[src/rtl/cfglut5_loader_if.sv]
// Handshake and serial-chain signals between the configuration source,
// the cfglut5_loader and the CFGLUT5 chain.
interface cfglut5_loader_if #(
    parameter int unsigned LUT_CNT = 1
);
    localparam int unsigned L = 32 * LUT_CNT;

    logic         s_valid;
    logic         s_ready;
    logic [L-1:0] s_init;
    logic         cfg_ce;
    logic         cfg_cdi;
    logic         cfg_cdo;
    logic         busy;
    logic         done;
    logic         err;

    modport master (
        output s_valid, s_init, cfg_cdo,
        input  s_ready, cfg_ce, cfg_cdi, busy, done, err
    );

    modport slave (
        input  s_valid, s_init, cfg_cdo,
        output s_ready, cfg_ce, cfg_cdi, busy, done, err
    );
endinterface

[src/rtl/cfglut5_loader.sv]
// Serial loader for a CFGLUT5 daisy chain: shifts truth tables MSB-first,
// then optionally recirculates the chain once to read it back and flag errors.
module cfglut5_loader #(
    parameter int unsigned LUT_CNT = 1,
    parameter bit          VERIFY  = 1'b1
) (
    input  logic             i_clk,
    input  logic             i_rst,
    cfglut5_loader_if.slave  bus
);
    localparam int unsigned L     = 32 * LUT_CNT;
    localparam int unsigned CNT_W = $clog2(L);

    typedef enum logic [1:0] {
        ST_IDLE,
        ST_SHIFT,
        ST_VERIFY,
        ST_FIN
    } state_t;

    state_t             r_state;
    logic [L-1:0]       r_data;
    logic [L-1:0]       r_shadow;
    logic [CNT_W-1:0]   r_cnt;
    logic               r_ready;
    logic               r_ce;
    logic               r_cdi;
    logic               r_busy;
    logic               r_done;
    logic               r_err;

    logic w_accept;
    logic w_last;
    logic w_mismatch;

    assign w_accept   = bus.s_valid & r_ready;
    assign w_last     = (r_cnt == '0);
    assign w_mismatch = bus.cfg_cdo ^ r_shadow[L-1];

    always_ff @(posedge i_clk or posedge i_rst) begin
        if (i_rst) begin
            r_state  <= ST_IDLE;
            r_data   <= '0;
            r_shadow <= '0;
            r_cnt    <= '0;
            r_ready  <= 1'b1;
            r_ce     <= 1'b0;
            r_cdi    <= 1'b0;
            r_busy   <= 1'b0;
            r_done   <= 1'b0;
            r_err    <= 1'b0;
        end else begin
            r_done <= 1'b0;
            case (r_state)
                ST_IDLE: begin
                    if (w_accept) begin
                        // r_cdi carries the MSB; r_data keeps the remaining bits
                        r_cdi    <= bus.s_init[L-1];
                        r_data   <= {bus.s_init[L-2:0], 1'b0};
                        r_shadow <= bus.s_init;
                        r_err    <= 1'b0;
                        r_cnt    <= CNT_W'(L - 1);
                        r_ready  <= 1'b0;
                        r_ce     <= 1'b1;
                        r_busy   <= 1'b1;
                        r_state  <= ST_SHIFT;
                    end
                end
                ST_SHIFT: begin
                    r_cdi  <= r_data[L-1];
                    r_data <= {r_data[L-2:0], 1'b0};
                    if (w_last) begin
                        r_cdi <= 1'b0;
                        if (VERIFY) begin
                            r_cnt   <= CNT_W'(L - 1);
                            r_state <= ST_VERIFY;
                        end else begin
                            r_ce    <= 1'b0;
                            r_busy  <= 1'b0;
                            r_done  <= 1'b1;
                            r_state <= ST_FIN;
                        end
                    end else begin
                        r_cnt <= r_cnt - CNT_W'(1);
                    end
                end
                ST_VERIFY: begin
                    if (w_mismatch) begin
                        r_err <= 1'b1;
                    end
                    r_shadow <= {r_shadow[L-2:0], 1'b0};
                    if (w_last) begin
                        r_ce    <= 1'b0;
                        r_busy  <= 1'b0;
                        r_done  <= 1'b1;
                        r_state <= ST_FIN;
                    end else begin
                        r_cnt <= r_cnt - CNT_W'(1);
                    end
                end
                ST_FIN: begin
                    r_ready <= 1'b1;
                    r_state <= ST_IDLE;
                end
                default: begin
                    r_state <= ST_IDLE;
                end
            endcase
        end
    end

    // Readback recirculates CDO straight into CDI so the chain contents survive.
    assign bus.cfg_cdi = (r_state == ST_VERIFY) ? bus.cfg_cdo : r_cdi;
    assign bus.s_ready = r_ready;
    assign bus.cfg_ce  = r_ce;
    assign bus.busy    = r_busy;
    assign bus.done    = r_done;
    assign bus.err     = r_err;
endmodule

[src/flat_wrapper.sv]
// flat-port wrapper written by rule: the top's interface ports become plain ports
module cfglut5_loader_flat 
#(
    parameter int unsigned LUT_CNT = 1,
    parameter bit          VERIFY  = 1'b1
)
  (i_clk, i_rst, bus_s_valid, bus_s_init, bus_cfg_cdo, bus_s_ready, bus_cfg_ce, bus_cfg_cdi, bus_busy, bus_done, bus_err);
  cfglut5_loader_if #(.LUT_CNT(LUT_CNT)) bus_i ();
  input  logic i_clk;
  input  logic i_rst;
  input wire logic [$bits(bus_i.s_valid)-1:0] bus_s_valid;
  input wire logic [$bits(bus_i.s_init)-1:0] bus_s_init;
  input wire logic [$bits(bus_i.cfg_cdo)-1:0] bus_cfg_cdo;
  output wire logic [$bits(bus_i.s_ready)-1:0] bus_s_ready;
  output wire logic [$bits(bus_i.cfg_ce)-1:0] bus_cfg_ce;
  output wire logic [$bits(bus_i.cfg_cdi)-1:0] bus_cfg_cdi;
  output wire logic [$bits(bus_i.busy)-1:0] bus_busy;
  output wire logic [$bits(bus_i.done)-1:0] bus_done;
  output wire logic [$bits(bus_i.err)-1:0] bus_err;
  assign bus_i.s_valid = bus_s_valid;
  assign bus_i.s_init = bus_s_init;
  assign bus_i.cfg_cdo = bus_cfg_cdo;
  assign bus_s_ready = bus_i.s_ready;
  assign bus_cfg_ce = bus_i.cfg_ce;
  assign bus_cfg_cdi = bus_i.cfg_cdi;
  assign bus_busy = bus_i.busy;
  assign bus_done = bus_i.done;
  assign bus_err = bus_i.err;
  cfglut5_loader #(.LUT_CNT(LUT_CNT), .VERIFY(VERIFY)) u_core (.i_clk(i_clk), .i_rst(i_rst), .bus(bus_i));
endmodule
[config.mk]
export PLATFORM = sky130hd
export DESIGN_NAME = cfglut5_loader_flat
export DESIGN_NICKNAME = d
export VERILOG_FILES = /design/src/rtl/cfglut5_loader_if.sv /design/src/rtl/cfglut5_loader.sv /design/src/flat_wrapper.sv
export SDC_FILE = /design/constraint.sdc
export NUM_CORES = 1
export LEC_CHECK = 0
export CAP_MARGIN = 40
export CELL_PAD_IN_SITES_DETAIL_PLACEMENT = 0
export CELL_PAD_IN_SITES_GLOBAL_PLACEMENT = 1
export CORE_ASPECT_RATIO = 0.6
export CORE_MARGIN = 2
export CORE_UTILIZATION = 47
export DETAILED_ROUTE_END_ITERATION = 12
export PLACE_DENSITY_LB_ADDON = 0.2
export SLEW_MARGIN = 20
export SYNTH_ARGS = -nofsm -noshare
export SYNTH_HDL_FRONTEND = slang
export SYNTH_SLANG_ARGS = --single-unit
export TNS_END_PERCENT = 5
[constraint.sdc]
create_clock -name i_clk -period 3.5 [get_ports i_clk]
set_input_delay 0.35 -clock i_clk [delete_from_list [all_inputs] [get_ports i_clk]]
set_output_delay 0.35 -clock i_clk [all_outputs]
set_load 0.05 [all_outputs]
After elaboration in Yosys (flattened, before gate mapping). Cells that the tools add are included.

Multiplexer cells: 25. Reductions and logical operators: 13. Bitwise gates (word level): 2. Equality and inequality tests: 8. Add/subtract/negate cells: 1.

Operators with widths (count): 32-bit case mux with 2 select lines (2); 32-bit 2-to-1 mux (2); 5-bit 2-to-1 mux (3); 5-bit case mux with 3 select lines (1); 3-bit AND reduction (4); 1-bit 2-to-1 mux (9); 2-bit by 1-bit inequality test with 1-bit output, second input constant (4); 1-bit case mux with 2 select lines (4); 2-bit case mux with 4 select lines (1); 2-bit 2-to-1 mux (3); 2-bit AND reduction (3); 2-bit nonzero test (3); 5-bit logical NOT (1); 5-bit by 1-bit subtractor with 5-bit output, second input constant (1); 2-bit equality test, second input constant (2); 3-bit nonzero test (1); 2-bit by 1-bit equality test with 1-bit output, second input constant (1); 2-bit logical NOT (1); 2-bit inequality test, second input constant (1); 1-bit AND (1); 1-bit bitwise XOR (1).

Output and inout port bits: 6. Flip-flop bits (word level): 76. Input port bits: 36. Word-level logic and storage cells: 58.

Longest topological paths before layout. Gate-level depths: netlist of the first run.

Depth after elaboration: 3. Depth in mapped cells: 8. Mapped depth without buffers: 6.

Worst setup path after synthesis of the first run. Ideal clock, no wire load.

Kind: flip-flop to output port. Start point: reg u_core.r_state[0]. End point: out bus_cfg_cdi. Arrival: 1.427 ns. Path buffers: 2. Slack: 1.723 ns. Cell stages (with the launch flop): 6. Cells stage by stage: dfrtp_1 inv_1 ha_1 buf_2 buf_4 mux2_2.

Longest elaborated chain between the ends: 2.

Ends and longest elaborated chain: from (decl) (line cfglut5_loader.sv:21) `state_t r_state;`; from (signal assigned) (line cfglut5_loader.sv:42) `r_state <= ST_IDLE;`; from (signal assigned) (line cfglut5_loader.sv:66) `r_state <= ST_SHIFT;`; from (signal assigned) (line cfglut5_loader.sv:76) `r_state <= ST_VERIFY;`; 2-bit equality test (line cfglut5_loader.sv:113) `assign bus.cfg_cdi = (r_state == ST_VERIFY) ? bus.cfg_cdo : r_cdi;`; 1-bit 2-to-1 mux (line cfglut5_loader.sv:113); to (decl) (line flat_wrapper.sv:16) `output wire logic [$bits(bus_i.cfg_cdi)-1:0] bus_cfg_cdi;`.

Every way passes these cells.

Worst setup path after layout of the first run. Ends and elaborated chain as after synthesis.

==> results of run 1 <==
layout make-up:
class | instances | area share, %
inverters | 7 | 0.5854
repair buffers | 48 | 10.32
clock buffers | 11 | 5.408
multi-input cells | 245 | 36.72
well taps | 104 | 2.899
flip-flops and latches | 75 | 41.85
clock inverters | 5 | 2.230
worst max-delay path: cells and delay by family (launching register included):
kind | cells | cell delay (ps)
buffers and inverters | 2 | 840
adder cells (fa/ha/maj) | 1 | 520
flip-flops | 1 | 400
multiplexers | 1 | 400
layer usage:
layer	part of all wire [%]	vias to the layer above	GRT usage [%]	wire (um)
met3	3.9	7	5.582	283
met2	41	44	28.04	3033
li1	-	1290	-	-
met4	0.93	0	6.426	68
met5	0	-	0	0
met1	54	1211	28.59	3964
placed cells by master, fill, tap and decap left out, drive strengths merged, types with 2 or more instances in the layout:
cell / synthesis / layout
bufinv: 0 / 3
nor2: 38 / 38
dfrtp: 74 / 74
clkinv: 0 / 2
a22o: 3 / 3
a21boi: 3 / 3
clkbuf: 2 / 11
o21ai: 42 / 42
mux2: 2 / 2
nand2: 35 / 35
a21oi: 35 / 35
o21a: 2 / 2
a31oi: 2 / 2
o211ai: 2 / 2
clkdlybuf4s50: 0 / 41
ha: 6 / 6
inv: 7 / 7
buf: 21 / 7
mux2i: 62 / 62
per-stage QoR:
step / utilization, % / hold WS, ps / power, mW
2_1_floorplan: - / 450.9 / 3.204
3_3_place_gp: 56.11 / 467.4 / 3.574
3_5_place_dp: 56.11 / 475.0 / 3.650
4_1_cts: 60.76 / 454.6 / 4.728
5_1_grt: 60.76 / 521.9 / 5.090
6_report: 60.76 / 437.8 / 4.682
kinds of logic (layout without fill, tap and decap cells):
family          count (synthesis)  count (layout)  share of synthesized area (%)
compound gates                 92              92                          14.95
simple gates                   82              82                          9.884
flops                          75              75                          51.33
mux                            64              64                          17.58
buf+inv                        30              71                          3.967
fa+ha+maj                       6               6                          2.052
xor+xnor                        1               1                         0.2394
worst max-delay path by stage:
stage,end,cells after the start
detailed placement,u_core.r_cnt[4],7
finish,bus_cfg_cdi,4
global placement,u_core.r_cnt[4],7
floorplan,u_core.bus.cfg_ce,1
global route,bus_cfg_cdi,4
CTS,bus_cfg_cdi,4
registers in the layout, indices dropped and copies added (netlist names):
name and flops:
u_core.r_cnt 5, u_core.bus.s_ready 1, u_core.bus.cfg_ce 1, u_core.bus.err 1, u_core.r_state 2, u_core.r_data 31
u_core.bus.done 1, u_core.r_cdi 1, u_core.r_shadow 32
report_power, final:
group / internal, mW / switching [mW]
Sequential: 1.31 / 0.254
Clock: 0.713 / 0.347
Combinational: 0.857 / 1.20
==> results.toml, run 1 <==
[run_status]
outcome = "finished clean"

[logic_synthesis]
synth_commonest_cells = "dfrtp_1 (74), mux2i_1 (62), nor2_1 (36), o21ai_1 (36)"
syn_area_um2 = 3659
synth_top_area_share_pct = 50.62
synth_edf_count = 0
ys.flop_type = "dfrtp_1"
syn_inst = 350
avgSynthCellArea_um2 = 10.45
synthTopCellsByArea = "dfrtp_1 (51%), mux2i_1 (17%), o21ai_1 (4.9%)"
synthDistinctLibCells = 40
yosys_warnings = 0
synth.most_common_cell = "dfrtp_1"
synth_seq_area_share_pct = 51.33
synth-async-reset-ratio_pct = 100.0
ys_ff_latch = 75
syn_nets = 392
yosysTopAreaCell = "dfrtp_1"

[worst_setup_path]
path_cells = "inv_1 -> ha_2 -> mux2_2 -> clkdlybuf4s50_1"
start_kind = "register"
critPathKind = "register to output pin"
worstReg2RegEnd = "u_core.r_cnt[4]"
path_max_fanout = 17
r2r-start = "u_core.r_state[0]"
reg2reg_depth = 7
required_ps = 3150
crit_arrival_ps = 2490
r2r_slack_ps = 770
critPathCaptureType = "output pin"
crit_start = "u_core.r_state[0]"
crit_path_top_delay_cell = "clkdlybuf4s50_1"
cpPeakStageDelay_ps = 700

[clock_network]
cts_tree = "done"
clk_pin_slew_worst_paths_ps = 60
ctsHoldBuffers = 0
cts_repair_resize_count = 0
cts_max_path_buffers = 2
root_buffer = "clkbuf_16"
htreeDepth = 3
numCtsBuffers = 9
postCtsSetupRepairBufs = 0
insertion_delay_ps = 330
cts.sinks = 75

[routing]
drc = 0
drtAntennaViolNets = 0
viasPerCell = 5.156
finalWirelength_um = 7349
routedWlPerCell_um = 14.85
drtIter0Drc = 142
dr_total_vias = 2552
drtPass1Iterations = 4

[flow_run]
maxCapViolCount = 0

[die]
core-area_um2 = 7387
die_w_um = 117.9
num_io_pins = 42
start_util_pct = 49.53
design.die.area_um2 = 8529
fp-row-count = 24
die_h_um = 72.34

[sta]
grt_setup_unrepaired = "false"
setup_viol = 0
max_freq_mhz = 352.6
worst_pin_slew_ps = 681.0
clock-skew-final_ps = 7.708
period_needed_ps = 2836
hold_violations = 0
setup-tns-final_ps = 0
fin_crit_sh_pct = 81.03
slew-limit-headroom_pct = 54.53
setup_ws_ps = 663.9
slew_viol_final = 0

[layout]
layout.cells.non_filler = 495
final_area_um2 = 4488
ff_latch_area_um2 = 1878
syn2layout_area_growth_pct = 22.67
num-nets-final = 428
layout-drive-gt1-share_pct = 9.463
antennaDiodeCount = 0
multi_input_area_um2 = 1648
nFillCells = 642

[worst_hold_path]
hp-class = "input pin to asynchronous set/reset pin"

[pwr]
p_leak_nw = 1.907
ir_drop_mv = 0.4578
powerDensity_nw_per_um2 = 1043

[placed_design]
numPortBuffers = 41
placed_area_um2 = 4145
dp_cells = 479
place_ws_ps = 822.8
place_congestion = 0.7715
dpl.hpwl_um = 4911

[global_route]
grt_pass1_wl_um = 12970
antenna_found_initial = 0
grt_max_degree = 63
grt.total_usage_pct = 19.53
overflow = 0
first_global_vias = 2600
Note: power is estimated with default switching activity, not from simulation.
==> run 2, diff against run 1 <==
--- a/config.mk
+++ b/config.mk
@@ -10,7 +10,7 @@
 export CELL_PAD_IN_SITES_GLOBAL_PLACEMENT = 1
 export CORE_ASPECT_RATIO = 0.6
 export CORE_MARGIN = 2
-export CORE_UTILIZATION = 47
+export CORE_UTILIZATION = 44
 export DETAILED_ROUTE_END_ITERATION = 12
 export PLACE_DENSITY_LB_ADDON = 0.2
 export SLEW_MARGIN = 20
==> constraint.sdc (replaced) <==
create_clock -name i_clk -period 2.93 [get_ports i_clk]
set_input_delay 0.293 -clock i_clk [delete_from_list [all_inputs] [get_ports i_clk]]
set_output_delay 0.293 -clock i_clk [all_outputs]
set_load 0.05 [all_outputs]
==> run 2 against run 1 <==
  * Non-clock buffer count decreased by 1
  * Global-route usage decreased by 2.1 points
  * Die area is 6.5% higher
  * Clock skew down 1.9 ps
  * First-iteration DRC count down 3.5%
  * Worst hold slack got worse by 100 ps
  * Clock power hardly changed
  * Critical path type unchanged
  * Largest cell class unchanged
  * Largest power group unchanged
==> results.toml, run 2 (same netlist as run 1, synthesis figures left out) <==
[routing]
finalWirelength_um = 7167
viasPerCell = 5.022
drtPass1Iterations = 4
drtAntennaViolNets = 0
drtIter0Drc = 137
drc = 0
routedWlPerCell_um = 14.39
dr_total_vias = 2501

[global_route]
grt_max_degree = 52
grt.total_usage_pct = 17.43
first_global_vias = 2311
overflow = 0
antenna_found_initial = 0
grt_pass1_wl_um = 11920

[pwr]
p_comb_share_pct = 45.9
p_leak_nw = 1.887
finalPower_mw = 5.411
ir_drop_mv = 0.5276
switchingPower_mw = 2.144
intPower_mw = 3.266
pwr-share-seq_pct = 34.4
swShare_pct = 39.63
power.share.clock_pct = 19.6
powerDensity_nw_per_um2 = 1213

[sta]
slew-limit-headroom_pct = 60.44
fin_crit_sh_pct = 82.70
period_needed_ps = 2423
max_freq_mhz = 412.7
slew_viol_final = 0
setup_viol = 0
clock-skew-final_ps = 5.814
setup-tns-final_ps = 0
grt_setup_unrepaired = "false"
hold_violations = 0
worst_pin_slew_ps = 593.3

[worst_setup_path]
path_cells = "inv_1 -> ha_2 -> mux2_2 -> clkdlybuf4s50_1"
required_ps = 2640
critPathCaptureType = "output pin"
path_buf_inv = 2
crit_path_top_delay_cell = "clkdlybuf4s50_1"
cpPeakStageDelay_ps = 700
cp_top_family = "buffers and inverters"
path_max_fanout = 4
crit_arrival_ps = 2130
critPathKind = "register to output pin"
start_kind = "register"

[layout]
largest_registers = "u_core.r_shadow x32, u_core.r_data x31, u_core.r_cnt x5"
multi_input_area_um2 = 1648
layout.cells.non_filler = 498
num-nets-final = 427
largest_reg_flops = 32
nFillCells = 710
mostFrequentLayoutCells = "dfrtp_1 (74), mux2i_1 (62), clkdlybuf4s50_1 (41)"
layout-drive-gt1-share_pct = 8.974
antennaDiodeCount = 0
largest-register = "u_core.r_shadow"
ff_latch_area_um2 = 1878
final_common_cell = "dfrtp_1"
syn2layout_area_growth_pct = 21.92

[clock_network]
cts_tree = "done"
numCtsBuffers = 9
insertion_delay_ps = 330
clk_pin_slew_worst_paths_ps = 60
htreeDepth = 3
root_buffer = "clkbuf_16"
cts_repair_resize_count = 0
cts.sinks = 75
postCtsSetupRepairBufs = 0
cts_max_path_buffers = 2
ctsHoldBuffers = 0

[flow_run]
maxCapViolCount = 0

[die]
die_w_um = 121.7
core-area_um2 = 7976
die_h_um = 74.63
design.die.area_um2 = 9084
num_io_pins = 42
start_util_pct = 45.87
fp-row-count = 25

[placed_design]
place_congestion = 0.7512
dpl.hpwl_um = 4698
dp_cells = 482
numPortBuffers = 41

[run_status]
outcome = "finished clean"

[worst_hold_path]
hp-class = "input pin to asynchronous set/reset pin"
==> run 2: final timing paths <==
check	end	startpoint	slack [ps]	cells past startpoint
max	bus_cfg_cdi	u_core.r_state[0]	510	4
min in group i_clk	u_core.r_shadow[16]	u_core.r_shadow[16]	480	2
min reg2reg	u_core.r_shadow[16]	u_core.r_shadow[16]	480	2
max reg2reg	u_core.r_cnt[4]	u_core.r_state[1]	620	6
min	u_core.r_data[2]	i_rst	330	2
max in group asynchronous	u_core.r_shadow[12]	i_rst	1930	3
==> run 2: area by class of cell <==
| class | count | share of cell area [%] |
|---|---|---|
| Timing Repair Buffer | 47 | 10.77 |
| Clock buffer | 15 | 6.452 |
| Sequential cell | 75 | 42.10 |
| Tap cell | 108 | 3.029 |
| Inverter | 7 | 0.5891 |
| Multi-Input combinational cell | 245 | 36.94 |
| Clock inverter | 1 | 0.1122 |
==> run 2: layer usage <==
layer / routed length (um) / GRT usage (%) / part of all wire [%]
met2: 2703 / 23.10 / 38
met1: 4017 / 26.82 / 56
met4: 106 / 6.513 / 1.5
met3: 340 / 5.000 / 4.7
met5: 0 / 0 / 0
==> run 2: power by group through the flow <==
stage	sequential [mW]	combinational, mW	clock [mW]
2_1_floorplan	1.84	1.99	0
6_report	1.86	2.49	1.06
3_3_place_gp	1.87	2.43	0
3_5_place_dp	1.88	2.48	0
4_1_cts	1.86	2.51	1.09
5_1_grt	1.93	2.78	1.13
==> run 2: worst register-to-register path, cell delays in order (launching register included) <==
cell and delay, ps:
dfrtp_1 420, inv_1 120, ha_2 570, nor2_2 240
a221oi_4 490, o21ai_2 100, a22o_1 250
==> run 2: stage by stage <==
stage                     utilization (%)  hold WS, ps  worst slack [ps]  area [um^2]
final                               55.92        334.3             507.0         4461
after global routing                55.92        393.0             426.4         4461
after CTS                           55.92        346.4             485.5         4461
after detailed placement            52.25        475.6             646.5         4168
after global placement              52.25        468.2             640.0         4168
after floorplan                         -        450.9             728.7         3659
